**config.mk**
```make
export PLATFORM = sky130hd
export DESIGN_NAME = clk_sel_ctrl_flat
export DESIGN_NICKNAME = d
export VERILOG_FILES = /design/src/rtl/clk_sel_pkg.sv /design/src/rtl/clk_sel_ctrl_if.sv /design/src/rtl/clk_activity_mon.sv /design/src/rtl/clk_sel_ctrl.sv /design/src/flat_wrapper.sv
export SDC_FILE = /design/constraint.sdc
export NUM_CORES = 1
export LEC_CHECK = 0
export BUFFER_PORTS_ARGS = -buffer_cell sky130_fd_sc_hd__buf_2
export CELL_PAD_IN_SITES_DETAIL_PLACEMENT = 1
export CELL_PAD_IN_SITES_GLOBAL_PLACEMENT = 1
export CORE_MARGIN = 2
export CORE_UTILIZATION = 40
export DETAILED_ROUTE_END_ITERATION = 10
export PLACE_DENSITY = 0.77
export SLEW_MARGIN = 15
export SYNTH_ARGS = -nofsm -noshare
export SYNTH_HDL_FRONTEND = slang
export SYNTH_SLANG_ARGS = --single-unit
```
**constraint.sdc**
```tcl
create_clock -name clk -period 3.62 [get_ports clk]
set_clock_uncertainty 0.2 [all_clocks]
set_input_delay 0.724 -clock clk [delete_from_list [all_inputs] [get_ports clk]]
set_output_delay 0.724 -clock clk [all_outputs]
set_load 0.005 [all_outputs]
```
**src/rtl/clk_sel_pkg.sv**
```systemverilog
// rtl/clk_sel_pkg.sv - shared state encoding and default constants for the clock select controller
package clk_sel_pkg;

  typedef enum logic [1:0] {
    RUN0   = 2'd0,
    SW_TO1 = 2'd1,
    RUN1   = 2'd2,
    SW_TO0 = 2'd3
  } state_t;

  localparam int DEF_WINDOW    = 256;
  localparam int DEF_MIN_EDGES = 4;
  localparam int DEF_SETTLE    = 8;

endpackage

```
**src/rtl/clk_sel_ctrl_if.sv**
```systemverilog
// rtl/clk_sel_ctrl_if.sv - request/status bundle between a host and the clock select controller
interface clk_sel_ctrl_if;

  logic req_sel;
  logic fault_clr;
  logic sel;
  logic busy;
  logic active_src;
  logic clk0_ok;
  logic clk1_ok;
  logic fault;

  modport master (
    output req_sel, fault_clr,
    input  sel, busy, active_src, clk0_ok, clk1_ok, fault
  );

  modport slave (
    input  req_sel, fault_clr,
    output sel, busy, active_src, clk0_ok, clk1_ok, fault
  );

endinterface

```
**src/rtl/clk_activity_mon.sv**
```systemverilog
// rtl/clk_activity_mon.sv - toggle synchronizer, edge counter and per-window liveness flag for one source
module clk_activity_mon #(
  parameter int MIN_EDGES = 4
) (
  input  logic clk,
  input  logic rst_n,
  input  logic tog,
  input  logic wrap,
  output logic ok
);

  localparam int CW = $clog2(MIN_EDGES + 1);
  localparam logic [CW-1:0] CNT_MAX = CW'(MIN_EDGES);

  logic          ff1, ff2, ff3;
  logic [CW-1:0] edge_cnt;
  logic [CW-1:0] cnt_nxt;
  logic          tog_edge;

  // The edge seen in the wrap cycle still counts toward the closing window.
  assign tog_edge = ff2 ^ ff3;
  assign cnt_nxt  = (tog_edge && (edge_cnt != CNT_MAX)) ? edge_cnt + 1'b1 : edge_cnt;

  // Two-flop synchronizer plus a history flop for edge detection.
  always_ff @(posedge clk or negedge rst_n) begin
    if (!rst_n) begin
      ff1 <= 1'b0;
      ff2 <= 1'b0;
      ff3 <= 1'b0;
    end else begin
      ff1 <= tog;
      ff2 <= ff1;
      ff3 <= ff2;
    end
  end

  // Saturating edge count; at wrap the liveness verdict loads and the count restarts.
  always_ff @(posedge clk or negedge rst_n) begin
    if (!rst_n) begin
      edge_cnt <= '0;
      ok       <= 1'b0;
    end else if (wrap) begin
      edge_cnt <= '0;
      ok       <= (cnt_nxt >= CNT_MAX);
    end else begin
      edge_cnt <= cnt_nxt;
    end
  end

endmodule

```
**src/rtl/clk_sel_ctrl.sv**
```systemverilog
// rtl/clk_sel_ctrl.sv - clock source selection with liveness monitoring and failover to clk_in0
module clk_sel_ctrl
  import clk_sel_pkg::*;
#(
  parameter int WINDOW    = DEF_WINDOW,
  parameter int MIN_EDGES = DEF_MIN_EDGES,
  parameter int SETTLE    = DEF_SETTLE
) (
  input  logic clk,
  input  logic rst_n,
  input  logic tog0,
  input  logic tog1,
  clk_sel_ctrl_if.slave bus
);

  localparam int WW = $clog2(WINDOW);
  localparam logic [WW-1:0] WIN_LAST    = WW'(WINDOW - 1);
  localparam logic [7:0]    SETTLE_LAST = 8'(SETTLE - 1);

  state_t        state, state_nxt;
  logic [WW-1:0] win_cnt;
  logic          wrap;
  logic [7:0]    settle_cnt;
  logic          settle_done;
  logic          set_fault;
  logic          sel_nxt;
  logic          sel_q, active_q, fault_q;

  assign wrap        = (win_cnt == WIN_LAST);
  assign settle_done = (settle_cnt == SETTLE_LAST);

  // Free-running window counter shared by both monitors.
  always_ff @(posedge clk or negedge rst_n) begin
    if (!rst_n) win_cnt <= '0;
    else        win_cnt <= win_cnt + 1'b1;
  end

  clk_activity_mon #(.MIN_EDGES(MIN_EDGES)) u_mon0 (
    .clk   (clk),
    .rst_n (rst_n),
    .tog   (tog0),
    .wrap  (wrap),
    .ok    (bus.clk0_ok)
  );

  clk_activity_mon #(.MIN_EDGES(MIN_EDGES)) u_mon1 (
    .clk   (clk),
    .rst_n (rst_n),
    .tog   (tog1),
    .wrap  (wrap),
    .ok    (bus.clk1_ok)
  );

  // Next-state selection; clk_in0 is the safe fallback and is never left on liveness grounds.
  always_comb begin
    state_nxt = state;
    set_fault = 1'b0;
    unique case (state)
      RUN0: begin
        if (bus.req_sel && bus.clk1_ok) state_nxt = SW_TO1;
      end
      SW_TO1: begin
        if (!bus.clk1_ok) begin
          state_nxt = SW_TO0;
          set_fault = 1'b1;
        end else if (settle_done) begin
          state_nxt = RUN1;
        end
      end
      RUN1: begin
        if (!bus.clk1_ok) begin
          state_nxt = SW_TO0;
          set_fault = 1'b1;
        end else if (!bus.req_sel) begin
          state_nxt = SW_TO0;
        end
      end
      SW_TO0: begin
        if (settle_done) state_nxt = RUN0;
      end
      default: state_nxt = RUN0;
    endcase
    sel_nxt = (state_nxt == SW_TO1) || (state_nxt == RUN1);
  end

  // State, registered select and delivered-source tracking.
  always_ff @(posedge clk or negedge rst_n) begin
    if (!rst_n) begin
      state    <= RUN0;
      sel_q    <= 1'b0;
      active_q <= 1'b0;
    end else begin
      state <= state_nxt;
      sel_q <= sel_nxt;
      if ((state_nxt == RUN0) || (state_nxt == RUN1)) active_q <= sel_nxt;
    end
  end

  // Settle counter restarts on every state entry and stops at its terminal value.
  always_ff @(posedge clk or negedge rst_n) begin
    if (!rst_n)                  settle_cnt <= '0;
    else if (state_nxt != state) settle_cnt <= '0;
    else if (!settle_done)       settle_cnt <= settle_cnt + 1'b1;
  end

  // Sticky fault: a new failover wins over a simultaneous clear.
  always_ff @(posedge clk or negedge rst_n) begin
    if (!rst_n)             fault_q <= 1'b0;
    else if (set_fault)     fault_q <= 1'b1;
    else if (bus.fault_clr) fault_q <= 1'b0;
  end

  assign bus.sel        = sel_q;
  assign bus.busy       = (state == SW_TO1) || (state == SW_TO0);
  assign bus.active_src = active_q;
  assign bus.fault      = fault_q;

endmodule
```
**src/flat_wrapper.sv**
```systemverilog
// flat-port wrapper written by rule: the top's interface ports become plain ports
module clk_sel_ctrl_flat import clk_sel_pkg::*;
#(
  parameter int WINDOW    = DEF_WINDOW,
  parameter int MIN_EDGES = DEF_MIN_EDGES,
  parameter int SETTLE    = DEF_SETTLE
)
  (clk, rst_n, tog0, tog1, bus_req_sel, bus_fault_clr, bus_sel, bus_busy, bus_active_src, bus_clk0_ok, bus_clk1_ok, bus_fault);
  clk_sel_ctrl_if bus_i ();
  input  logic clk;
  input  logic rst_n;
  input  logic tog0;
  input  logic tog1;
  input wire logic [$bits(bus_i.req_sel)-1:0] bus_req_sel;
  input wire logic [$bits(bus_i.fault_clr)-1:0] bus_fault_clr;
  output wire logic [$bits(bus_i.sel)-1:0] bus_sel;
  output wire logic [$bits(bus_i.busy)-1:0] bus_busy;
  output wire logic [$bits(bus_i.active_src)-1:0] bus_active_src;
  output wire logic [$bits(bus_i.clk0_ok)-1:0] bus_clk0_ok;
  output wire logic [$bits(bus_i.clk1_ok)-1:0] bus_clk1_ok;
  output wire logic [$bits(bus_i.fault)-1:0] bus_fault;
  assign bus_i.req_sel = bus_req_sel;
  assign bus_i.fault_clr = bus_fault_clr;
  assign bus_sel = bus_i.sel;
  assign bus_busy = bus_i.busy;
  assign bus_active_src = bus_i.active_src;
  assign bus_clk0_ok = bus_i.clk0_ok;
  assign bus_clk1_ok = bus_i.clk1_ok;
  assign bus_fault = bus_i.fault;
  clk_sel_ctrl #(.WINDOW(WINDOW), .MIN_EDGES(MIN_EDGES), .SETTLE(SETTLE)) u_core (.clk(clk), .rst_n(rst_n), .tog0(tog0), .tog1(tog1), .bus(bus_i));
endmodule
```
# Yosys cells after proc, flatten, opt, wreduce, memory -nomap -nowiden
# Index checks and enable logic that the tools add are counted.
[word_totals] regBits=35 latchBits=0 ramBits=0 romBits=0 in_bits=6 output_inout_bits=6 elab_cells=62 mem_count=0
[op_classes] n_addsub=4 n_mul=0 div_mod_pow=0 order_cmp=2 n_eq_ne=11 n_shift=0 n_mux=17 n_bitwise=2 n_reduce_logical=10
[op_table] cell="adder 8 x 1 -> 8 bit (second input constant)" n=2
[op_table] cell="2-to-1 mux 8 bit" n=2
[op_table] cell="2-to-1 mux 2 bit" n=6
[op_table] cell="2-to-1 mux 3 bit" n=4
[op_table] cell="== test 8 x 3 -> 1 bit (second input constant)" n=1
[op_table] cell="== test 8 bit (second input constant)" n=1
[op_table] cell="case mux 2 bit (4 select lines)" n=1
[op_table] cell="adder 3 x 1 -> 3 bit (second input constant)" n=2
[op_table] cell="== test 2 bit (second input constant)" n=3
[op_table] cell="greater-or-equal comparator 3 bit (second input constant)" n=2
[op_table] cell="inequality test 3 bit (second input constant)" n=2
[op_table] cell="== test 2 x 1 -> 1 bit (second input constant)" n=2
[op_table] cell="zero test 2 bit" n=2
[op_table] cell="2-to-1 mux 1 bit" n=4
[op_table] cell="logical AND 1 bit" n=3
[op_table] cell="logical OR 1 bit" n=3
[op_table] cell="inequality test 2 bit" n=1
[op_table] cell="inequality test 2 bit (second input constant)" n=1
[op_table] cell="nonzero test 2 bit" n=1
[op_table] cell="OR reduction 2 bit" n=1
[op_table] cell="bitwise XOR 1 bit" n=2

# Logic depth before layout (Yosys ltp)
# Gate-level depths: netlist of run 1.
[depth] depth_word=6 mapped_depth=9 depth_no_buf=9

# By module
# From an unflattened synthesis of run 1, not the netlist that was laid out.
[unflattened] hier_cells=157 area_unflattened_um2=1855.5
[modules_own_cells] mod="clk_sel_ctrl" instances=1 cells_per_inst=109 area_per_inst_um2=1222.4 seq_area_each_um2=525.5
[modules_own_cells] mod="clk_activity_mon" instances=2 cells_per_inst=24 area_per_inst_um2=316.6 seq_area_each_um2=175.2

# Least setup slack after synthesis of run 1
# Ideal clock, no wire load.
[synth_path] kind="reg2reg" startpoint="reg u_core.settle_cnt[0]" endpoint="reg u_core.active_q, in the netlist u_core.bus.active_src" setup_ns=0.128 arrival_time_ns=2.200 required_time_ns=3.292 setup_slack_ns=1.092 path_stages_with_launch=10 n_path_buf=1 period_less_slack_ns=2.528 cell_sequence="dfrtp_1 ha_1 nand4bb_1 or4_1 buf_2 o221ai_4 inv_1 ha_1 a21oi_1 mux2_1"
[synth_via] elab_chain_len=6 elab_cells_between_ends=10 cone_classes="eq/ne: 3; mux: 4; reduce/logical: 3"
[synth_rtl] element="from (decl)" line_no="clk_sel_ctrl.sv:23" rtl="logic [7:0] settle_cnt;"
[synth_rtl] element="from (signal assigned)" line_no="clk_sel_ctrl.sv:103" rtl="else if (!settle_done) settle_cnt <= settle_cnt + 1'b1;"
[synth_rtl] element="== test 8 x 3 -> 1 bit *" line_no="clk_sel_ctrl.sv:30" rtl="assign settle_done = (settle_cnt == SETTLE_LAST);"
[synth_rtl] element="2-to-1 mux 2 bit" line_no="clk_sel_ctrl.sv:66" rtl="end else if (settle_done) begin"
[synth_rtl] element="2-to-1 mux 2 bit" line_no="clk_sel_ctrl.sv:63" rtl="if (!bus.clk1_ok) begin"
[synth_rtl] element="case mux 2 bit (4 select lines) *" line_no="clk_sel_ctrl.sv:58" rtl="unique case (state)"
[synth_rtl] element="via u_core.state_nxt[1]" line_no="clk_sel_ctrl.sv:20" rtl="state_t state, state_nxt;"
[synth_rtl] element="== test 2 x 1 -> 1 bit, or another cell as far along" line_no="clk_sel_ctrl.sv:83" rtl="sel_nxt = (state_nxt == SW_TO1) || (state_nxt == RUN1);"
[synth_rtl] element="logical OR 1 bit (on tied branches)" line_no="clk_sel_ctrl.sv:83, clk_sel_ctrl.sv:95"
[synth_rtl] element="to (signal assigned)" line_no="clk_sel_ctrl.sv:95" rtl="if ((state_nxt == RUN0) || (state_nxt == RUN1)) active_q <= sel_nxt;"
[synth_rtl] element="to (decl)" line_no="clk_sel_ctrl.sv:27" rtl="logic sel_q, active_q, fault_q;"
# The timed path passes the listed nets; every way through them passes the cells marked *.
# A chain may end at the register's enable or synchronous reset.

# Worst setup path in the final report of run 1
# Ends and elaborated chain as after synthesis.

==> impl_metrics.env, run 1 <==
export IMPL_tightest_slew_ns=0.7477
export IMPL_whs_path_depth=0
export IMPL_synth_cell_type_count=35
export IMPL_synth_nets=168
export IMPL_drcViolationCount=0
export IMPL_path_delay_family="simple AND/OR/NAND/NOR gates"
export IMPL_nets=184
export IMPL_critPathLaunch="u_core.settle_cnt[0]$_DFFE_PN0P_"
export IMPL_path_max_fanout=6
export IMPL_insertion_delay_ns=0.29
export IMPL_boundaryPins=12
export IMPL_wl_per_cell_um=14.66
export IMPL_max_stage_delay_ns=0.61
export IMPL_ff2ff_path_depth=8
export IMPL_min_to="u_core.u_mon0.ff2$_DFF_PN0_"
export IMPL_stdcell_count=218
export IMPL_fp_dieH_um=68.62
export IMPL_start_util_pct=41.76
export IMPL_finalInstanceArea_mm2=0.001897
export IMPL_syn_area_mm2=0.001670
export IMPL_cts_resized=0
export IMPL_avgViaCountPerCell=5.183
export IMPL_hold_buffers=0
export IMPL_dr_pass1_iters=4
export IMPL_cts_sinks=35
export IMPL_antenna_found_initial=0
export IMPL_vias=1130
export IMPL_die_w_um=68.62
export IMPL_routed_wl_mm=3.196
export IMPL_cts_setup_buffers=0
export IMPL_grt_max_degree=36
export IMPL_whs_ns=0.1530
export IMPL_clock_fmax_mhz=361.1
export IMPL_critical_path_top_cell_by_count="ha_1"
export IMPL_io_buffers=11
export IMPL_synth_seq_cells=35
export IMPL_crit_cells=8
export IMPL_setup_ws_ns=0.8506
export IMPL_grt_pass1_vias=1231
export IMPL_ys_seq_area_share_pct=52.43
export IMPL_yosys_warnings=0
export IMPL_synth_top_area_share_pct=52.43
export IMPL_crit_chain="ha_1 -> nand4bb_1 -> or4_1 -> o221ai_4 -> inv_1 -> ha_1 -> a21oi_1 -> mux2_1"
export IMPL_status="completed"
export IMPL_place_ws_ns=0.8523
export IMPL_antenna_cells=0
export IMPL_cp_start_kind="register"
export IMPL_cts_tree="yes"
export IMPL_finalHoldViolCount=0
export IMPL_crit_type="reg2reg"
export IMPL_leakage_nw=0.9267
export IMPL_fin_crit_sh_pct=76.50
export IMPL_drt_antenna_violating_nets=0
export IMPL_dpl_cell_count=210
export IMPL_ys_top_cells_by_area="dfrtp_1 (52%), ha_1 (8.2%), xor2_1 (5.2%), xnor2_1 (4.2%), inv_1 (3.1%)"
export IMPL_peakVddDrop_mv=0.2539
export IMPL_dieArea_mm2=0.004709
export IMPL_cts_buffers_inserted=5
export IMPL_grt_pass1_wl_mm=5.720
export IMPL_placementRows=23
export IMPL_root_buffer="clkbuf_8"
export IMPL_setup_tns_ns=0
export IMPL_drv_slew=0
export IMPL_overflow=0
export IMPL_rsz0062_at_grt="false"
export IMPL_max_slew_margin_pct=50.15
export IMPL_cp_arrival_ns=2.75
export IMPL_nFillCells=456
export IMPL_clockBufferDepth=2
export IMPL_drv_cap=0
export IMPL_place_hpwl_mm=2.398
export IMPL_globalRouteTotalUtil_pct=17.37
export IMPL_synth_largest_area_cell="dfrtp_1"
export IMPL_r2r_end="u_core.bus.active_src$_DFFE_PN0P_"
export IMPL_period_needed_ns=2.769
export IMPL_rr_startpoint="u_core.settle_cnt[0]$_DFFE_PN0P_"
export IMPL_drt_iter0_drc=37
export IMPL_clk_pin_slew_ns=0.07
export IMPL_fp_coreArea_mm2=0.004000
export IMPL_ff2ff_setup_slack_ns=0.85
export IMPL_ctsHtreeMaxLevel=2
export IMPL_drive_gt1_share_pct=13.69
export IMPL_hold_path_class="reg2reg"
export IMPL_setup_viol=0
export IMPL_synthCells=151
export IMPL_power_density_mw_per_mm2=506.4
export IMPL_place_congestion=0.8485
export IMPL_placed_cell_area_mm2=0.001779
export IMPL_min_from="u_core.u_mon0.ff1$_DFF_PN0_"
export IMPL_cp_slowest_cell="or4_1"
export IMPL_required_ns=3.60
export IMPL_area_delta_synth_final_pct=13.56
export IMPL_cp_num_buf_inv=1
export IMPL_syn_mean_instance_area_um2=11.06
export IMPL_cp_end_kind="register"
## area by class of cell
type / instances / area [um2] / share of cell area [%]
inverter: 14 / 52.55 / 2.770
timing repair buffer: 11 / 55.05 / 2.902
clock inverter: 2 / 35.03 / 1.847
sequential: 35 / 875.8 / 46.17
tap: 50 / 62.56 / 3.298
multi-input combinational: 100 / 733.2 / 38.65
clock buffer: 6 / 82.58 / 4.354
## synth_stat cells, drive strengths merged
cell type   n
a211oi      1
a21oi       3
a31o        1
a31oi       1
a32o        1
and2        2
and3        3
and4        1
buf         1
clkbuf      1
dfrtp      35
ha         11
inv        14
mux2        1
mux2i       3
nand2       9
nand2b      1
nand3      10
nand4       1
nand4bb     1
nor2       11
nor2b       1
nor3        8
nor4b       1
o21ai       2
o21bai      1
o221ai      2
o22ai       1
o41ai       1
or2         1
or4         2
xnor2       9
xor2       10
## routing by layer
layer | global-route usage (%) | part of all wire, % | vias to the layer above
met5 | 0 | 0 | -
met4 | 7.500 | 2.1 | 0
met3 | 6.169 | 3.7 | 7
met2 | 30.41 | 52 | 15
met1 | 18.82 | 42 | 564
li1 | - | - | 544
## cells in the final DEF, fill, tap and decap left out, types with 2 or more instances in the layout
cell	n
dfrtp_1	35
inv_1	14
nor2_1	11
ha_1	11
buf_2	11
nand3_1	10
xor2_1	10
nand2_1	9
xnor2_1	8
nor3_1	8
clkbuf_8	6
and3_1	3
mux2i_1	3
a21oi_1	3
or4_1	2
o21ai_0	2
and2_1	2
## how the worst max path moves through the flow
stage                                         to  slack (ns)
6_report       u_core.bus.active_src$_DFFE_PN0P_        0.85
5_1_grt        u_core.bus.active_src$_DFFE_PN0P_        0.61
4_1_cts        u_core.bus.active_src$_DFFE_PN0P_        0.83
3_5_place_dp   u_core.bus.active_src$_DFFE_PN0P_        0.85
3_3_place_gp   u_core.bus.active_src$_DFFE_PN0P_        0.95
2_1_floorplan  u_core.bus.active_src$_DFFE_PN0P_        1.09
## report_power, final
part	switching, mW	internal (mW)	leakage, nW
registers	0.0269	0.431	0.431
clock network	0.137	0.223	0.0612
logic	0.0833	0.0593	0.434
total	0.247	0.713	0.927
## worst reg2reg max path: cells and delay by family (launching register included)
kind / cells / cell delay [ns]
AO/OA/AOI/OAI: 2 / 0.44
adder cells (fa/ha/maj): 2 / 0.45
buffers and inverters: 1 / 0.09
flip-flops: 1 / 0.38
multiplexers: 1 / 0.33
AND/OR/NAND/NOR: 2 / 0.77
## stage by stage
stage / power [mW] / utilization, %
2_1_floorplan: 0.5633 / -
3_3_place_gp: 0.5852 / 44.48
3_5_place_dp: 0.6136 / 44.48
4_1_cts: 0.9801 / 47.42
5_1_grt: 1.017 / 47.42
6_report: 0.9605 / 47.42
## registers in the layout (all words and copies together) (netlist names)
register / flops
u_core.u_mon1.ok: 1
u_core.state: 2
u_core.bus.active_src: 1
u_core.bus.fault: 1
u_core.u_mon0.ff2: 1
u_core.u_mon1.ff3: 1
u_core.u_mon0.edge_cnt: 3
u_core.u_mon1.ff2: 1
u_core.bus.sel: 1
u_core.u_mon0.ok: 1
u_core.u_mon0.ff3: 1
u_core.u_mon1.edge_cnt: 3
u_core.u_mon1.ff1: 1
u_core.settle_cnt: 8
u_core.u_mon0.ff1: 1
u_core.win_cnt: 8
## logic make-up (layout without fill, tap and decap cells)
family,after synthesis,after routing,share of synthesized area [%]
AO/OA/AOI/OAI,14,14,6.893
XOR/XNOR,19,19,10.41
adder cells (fa/ha/maj),11,11,8.240
buffers and inverters,16,33,3.670
flip-flops,35,35,52.43
multiplexers,4,4,2.472
AND/OR/NAND/NOR,52,52,15.88
Note: power is estimated with default switching activity, not from simulation.
==> inputs of run 2 (changes only) <==
Settings changed: ABC_AREA from default to 1, PLACE_DENSITY 0.77 to 0.82.
Clock period 3.62 ns to 2.4 ns, I/O delays scaled along.
==> run 2 against run 1 <==
Sequential cell count unchanged. Critical path type is now reg2out. First-iteration DRC count fell by 19%. Largest power group unchanged. Die area unchanged. Synthesized cell count up 20%. Sequential share of layout area up 0.24 points. Critical endpoint is now bus_busy. Core utilization shrank 0.25 points. Worst hold slack worse by 0.091 ns.
==> impl_metrics.env, run 2 <==
export IMPL_status="completed"
export IMPL_overflow=0
export IMPL_path_delay_family="flip-flops"
export IMPL_tightest_slew_ns=0.7775
export IMPL_synth_edf_count=0
export IMPL_stdcell_count=250
export IMPL_fin_crit_sh_pct=89.02
export IMPL_synth_nets=198
export IMPL_cts_sinks=35
export IMPL_dpl_cell_count=242
export IMPL_leakage_nw=1.000
export IMPL_crit_type="reg2out"
export IMPL_synth_seq_cells=35
export IMPL_setup_viol=0
export IMPL_cp_num_buf_inv=3
export IMPL_cts_tree="yes"
export IMPL_routed_wl_mm=3.173
export IMPL_max_stage_delay_ns=0.47
export IMPL_die_w_um=68.62
export IMPL_dieArea_mm2=0.004709
export IMPL_finalHoldViolCount=0
export IMPL_antenna_cells=0
export IMPL_cp_start_kind="register"
export IMPL_synthCells=181
export IMPL_drt_antenna_violating_nets=0
export IMPL_avgViaCountPerCell=4.740
export IMPL_cp_end_kind="output port"
export IMPL_io_buffers=11
export IMPL_boundaryPins=12
export IMPL_drcViolationCount=0
export IMPL_fp_dieH_um=68.62
export IMPL_globalRouteTotalUtil_pct=16.72
export IMPL_cp_slowest_cell="dfrtp_1"
export IMPL_ff2ff_setup_slack_ns=0.28
export IMPL_drv_cap=0
export IMPL_place_congestion=0.7585
export IMPL_whs_ns=0.06223
export IMPL_synth_cell_type_count=21
export IMPL_area_delta_synth_final_pct=12.96
export IMPL_power_density_mw_per_mm2=712.7
export IMPL_hold_buffers=0
export IMPL_period_needed_ns=2.136
export IMPL_clk_pin_slew_ns=0.07
export IMPL_grt_pass1_vias=1275
export IMPL_clock_fmax_mhz=468.1
export IMPL_start_util_pct=41.76
export IMPL_clockBufferDepth=2
export IMPL_rsz0062_at_grt="false"
export IMPL_peakVddDrop_mv=0.6473
export IMPL_synth_common_cells="nand2_1 (36), dfrtp_1 (35), inv_1 (29)"
export IMPL_finalInstanceArea_mm2=0.001887
export IMPL_grt_max_degree=36
export IMPL_critical_path_top_cell_by_count="inv_1"
export IMPL_nets=216
export IMPL_async_reset_ff_share_pct=100.0
export IMPL_grt_pass1_wl_mm=5.568
export IMPL_place_hpwl_mm=2.370
export IMPL_ys_flop_type="dfrtp_1"
export IMPL_required_ns=1.72
export IMPL_placementRows=23
export IMPL_root_buffer="clkbuf_8"
export IMPL_largestRegisters="u_core.settle_cnt (8), u_core.win_cnt (8)"
export IMPL_cts_resized=0
export IMPL_yosys_warnings=0
export IMPL_final_common_cell="nand2_1"
export IMPL_drv_slew=0
export IMPL_dr_pass1_iters=4
export IMPL_syn_mean_instance_area_um2=9.228
export IMPL_vias=1185
export IMPL_antenna_found_initial=0
export IMPL_ys_top_cells_by_area="dfrtp_1 (52%), ha_1 (8.2%), nand2_1 (8.1%), inv_1 (6.5%), xor2_1 (4.7%)"
export IMPL_insertion_delay_ns=0.29
export IMPL_max_slew_margin_pct=48.17
export IMPL_synth_largest_area_cell="dfrtp_1"
export IMPL_drt_iter0_drc=30
export IMPL_crit_chain="inv_1 -> ha_1 -> nor2_1 -> inv_1 -> buf_2"
export IMPL_synthMostInstantiatedCell="nand2_1"
export IMPL_path_max_fanout=6
export IMPL_hold_path_class="in2async"
export IMPL_ys_seq_area_share_pct=52.43
export IMPL_wl_per_cell_um=12.69
export IMPL_cts_setup_buffers=0
export IMPL_fp_coreArea_mm2=0.004000
export IMPL_ff2ff_path_depth=12
export IMPL_setup_tns_ns=0
export IMPL_syn_area_mm2=0.001670
export IMPL_cts_buffers_inserted=5
export IMPL_ctsHtreeMaxLevel=2
export IMPL_cp_arrival_ns=1.46
export IMPL_crit_cells=5
export IMPL_synth_top_area_share_pct=52.43
export IMPL_drive_gt1_share_pct=13.50
export IMPL_placed_cell_area_mm2=0.001788
export IMPL_layout_common_cells="nand2_1 (36), dfrtp_1 (35), inv_1 (29)"
-- run 2: changes by cell type in the layout (fill, tap and decap cells not counted), moves of 5 or more --
cell | previous run | this run
nand2_1 | 9 | 36
nor2_1 | 11 | 19
nor3_1 | 8 | 2
xnor2_1 | 8 | 3
a21oi_1 | 3 | 8
inv_1 | 14 | 29
-- run 2: power breakdown --
part	total [mW]	internal, mW	switching, mW
registers	0.693	0.648	0.0452
clock network	0.456	0.234	0.222
logic	0.196	0.0791	0.116
total	1.34	0.961	0.384
-- run 2: worst register-to-register path: cells and delay by family, from the launching register on --
| kind | cells | cell delay [ns] |
|---|---|---|
| simple gates | 8 | 0.77 |
| flops | 1 | 0.41 |
| buf+inv | 2 | 0.11 |
| fa+ha+maj | 2 | 0.52 |
-- run 2: cell type report --
class	instances	area, um2
fillers	490	2113
repair buffers	11	55.05
multi-input cells	117	685.7
clock inverters	2	16.27
well taps	50	62.56
clock buffers	6	82.58
flip-flops and latches	35	875.8
inverters	29	108.9
-- run 2: final timing paths --
kind / from / to
min in group clk: tog0 / u_core.u_mon0.ff1$_DFF_PN0_
min: rst_n / u_core.settle_cnt[6]$_DFFE_PN0P_
min reg2reg: u_core.u_mon0.ff1$_DFF_PN0_ / u_core.u_mon0.ff2$_DFF_PN0_
max reg2reg: u_core.settle_cnt[0]$_DFFE_PN0P_ / u_core.bus.active_src$_DFFE_PN0P_
max: u_core.state[1]$_DFF_PN0_ / bus_busy
max in group asynchronous: rst_n / u_core.state[0]$_DFF_PN0_
-- run 2: cells by family after synthesis --
group           count (synthesis)  share of synthesized area [%]
compound gates                 18                          5.843
xor+xnor                       12                          6.293
fa+ha+maj                      11                          8.240
buf+inv                        29                          6.517
flops                          35                          52.43
simple gates                   76                          20.67
-- run 2: through the flow --
step / utilization [%] / total power, mW / setup slack (ns)
3_5_place_dp: 44.70 / 0.9043 / 0.2828
5_1_grt: 47.17 / 1.429 / 0.05606
6_report: 47.17 / 1.345 / 0.2636
4_1_cts: 47.17 / 1.368 / 0.2228
3_3_place_gp: 44.70 / 0.8817 / 0.3615
2_1_floorplan: - / 0.8350 / 0.5117
-- run 2: metal layers --
metal,global-route usage (%),routed length (um),up-vias
met5,0,0,-
met4,8.000,84,0
met3,6.006,100,7
met2,27.40,1529,12
met1,19.38,1458,569
li1,-,-,597
==> inputs of run 3 (changes only) <==
Settings changed: CELL_PAD_IN_SITES_DETAIL_PLACEMENT 1 to default, CELL_PAD_IN_SITES_GLOBAL_PLACEMENT 1 to default, PLACE_DENSITY 0.82 to 0.68.
==> run 3 against run 2 <==
Sequential share of layout area up 0.28 points. Critical endpoint is now u_core.bus.active_src$_DFFE_PN0P_. Via count down 3.2%. Largest power group unchanged. Highest routed layer unchanged. Final cell count down 0.40%.
==> impl_metrics.env, run 3 (synthesis gave the netlist of run 2 again) <==
export IMPL_ctsHtreeMaxLevel=2
export IMPL_die_w_um=68.62
export IMPL_clock_fmax_mhz=474.3
export IMPL_fin_crit_sh_pct=87.84
export IMPL_placementRows=23
export IMPL_final_common_cell="nand2_1"
export IMPL_rr_startpoint="u_core.settle_cnt[0]$_DFFE_PN0P_"
export IMPL_fp_dieH_um=68.62
export IMPL_tightest_slew_ns=0.7471
export IMPL_cp_start_kind="register"
export IMPL_setup_viol=0
export IMPL_grt_max_degree=36
export IMPL_avgViaCountPerCell=4.606
export IMPL_cts_setup_buffers=0
export IMPL_vias=1147
export IMPL_drive_gt1_share_pct=13.07
export IMPL_peakVddDrop_mv=0.4186
export IMPL_drv_cap=0
export IMPL_internal_power_uw=950.4
export IMPL_seqPwrFrac_pct=53.6
export IMPL_clockBufferDepth=2
export IMPL_cp_arrival_ns=2.08
export IMPL_cts_tree="yes"
export IMPL_rsz0062_at_grt="false"
export IMPL_dr_wl_met2_mm=1.161
export IMPL_p_switching_uw=337.2
export IMPL_path_max_fanout=6
export IMPL_top_layer="met4"
export IMPL_drt_antenna_violating_nets=0
export IMPL_start_util_pct=41.76
export IMPL_leakage_nw=0.9998
export IMPL_hold_buffers=0
export IMPL_period_needed_ns=2.108
export IMPL_netSwitchingFraction_pct=26.19
export IMPL_antenna_found_initial=0
export IMPL_overflow=0
export IMPL_grt_pass1_vias=1118
export IMPL_cts_sinks=35
export IMPL_stdcell_count=249
export IMPL_cts_buffers_inserted=5
export IMPL_drv_slew=0
export IMPL_grt_pass1_wl_mm=4.629
export IMPL_routed_wl_mm=2.559
export IMPL_fp_coreArea_mm2=0.004000
export IMPL_dr_pass1_iters=4
export IMPL_boundaryPins=12
export IMPL_dieArea_mm2=0.004709
export IMPL_critPathLaunch="u_core.settle_cnt[0]$_DFFE_PN0P_"
export IMPL_status="completed"
export IMPL_largestRegisters="u_core.settle_cnt (8), u_core.win_cnt (8)"
export IMPL_root_buffer="clkbuf_8"
export IMPL_insertion_delay_ns=0.28
export IMPL_cts_resized=0
export IMPL_drcViolationCount=0
export IMPL_finalHoldViolCount=0
export IMPL_routed_wl_met3_um=73
export IMPL_wl_per_cell_um=10.28
export IMPL_met1_length_mm=1.268
export IMPL_place_hpwl_mm=1.913
export IMPL_drt_iter0_drc=36
export IMPL_cp_end_kind="register"
export IMPL_io_buffers=11
export IMPL_max_slew_margin_pct=50.19
export IMPL_area_delta_synth_final_pct=12.28
export IMPL_power_density_mw_per_mm2=686.5
export IMPL_combPwrFrac_pct=14.3
export IMPL_layout_common_cells="nand2_1 (36), dfrtp_1 (35), inv_1 (29)"
export IMPL_globalRouteTotalUtil_pct=13.50
export IMPL_dpl_cell_count=242
export IMPL_clk_pin_slew_ns=0.07
export IMPL_place_congestion=0.7885
export IMPL_clock_power_share_pct=32.1
export IMPL_crit_type="reg2reg"
export IMPL_antenna_cells=0
export IMPL_setup_tns_ns=0
export IMPL_hold_path_class="in2async"
export IMPL_nets=216
export IMPL_required_ns=2.37
[run 3: cell count changes in the layout (fill, tap and decap cells not counted)]
cell | before | now
clkinv_4 | 1 | 0
clkinvlp_4 | 1 | 0
clkinv_2 | 0 | 1
[run 3: final cells by class]
cell class,instances,area (um2)
clock inverters,1,5.005
fillers,382,2125
clock buffers,6,82.58
inverters,29,108.9
flip-flops and latches,35,875.8
multi-input cells,117,685.7
well taps,50,62.56
repair buffers,11,55.05
[run 3: critical path, stage by stage, from the launching register on]
cell	delay [ns]
dfrtp_1	0.41
ha_1	0.26
nand3_2	0.12
nor2_4	0.20
nor2_1	0.06
nor2_1	0.09
nand2_1	0.10
nand2_2	0.10
inv_1	0.06
ha_1	0.26
inv_1	0.04
nand2_1	0.06
nand2_1	0.04
[run 3: layer usage]
layer / up-vias / global-route usage, %
met5: - / 0
met4: 0 / 6.000
met3: 6 / 3.896
met2: 10 / 21.51
met1: 535 / 17.00
li1: 596 / -
[run 3: final timing paths]
kind	cells past startpoint	endpoint	slack (ns)
setup / recovery	12	u_core.bus.active_src$_DFFE_PN0P_	0.29
hold / removal	1	u_core.settle_cnt[7]$_DFFE_PN0P_	0.07
setup reg to reg	12	u_core.bus.active_src$_DFFE_PN0P_	0.29
hold reg to reg	0	u_core.u_mon0.ff2$_DFF_PN0_	0.15
max in group asynchronous	1	u_core.win_cnt[5]$_DFF_PN0_	1.45
min in group clk	1	u_core.u_mon1.ff1$_DFF_PN0_	0.11
[run 3: power by group through the flow]
stage                     logic [mW]  registers, mW  clock network [mW]
after floorplan                0.144          0.691                   0
after global placement         0.181          0.699                   0
after detailed placement       0.188          0.702                   0
after CTS                      0.189          0.691               0.432
after global routing           0.229          0.698               0.453
final                          0.185          0.690               0.413
[run 3: stage by stage]
stage	setup WS, ns	area (um2)	util (%)	hold WS, ns	power (mW)
2_1_floorplan	0.5117	1670	-	-0.01559	0.8350
3_3_place_gp	0.3451	1788	44.70	0.1341	0.8794
3_5_place_dp	0.2896	1788	44.70	0.1387	0.8896
4_1_cts	0.2780	1876	46.89	0.09304	1.311
5_1_grt	0.1279	1876	46.89	0.08999	1.380
6_report	0.2918	1876	46.89	0.06546	1.288
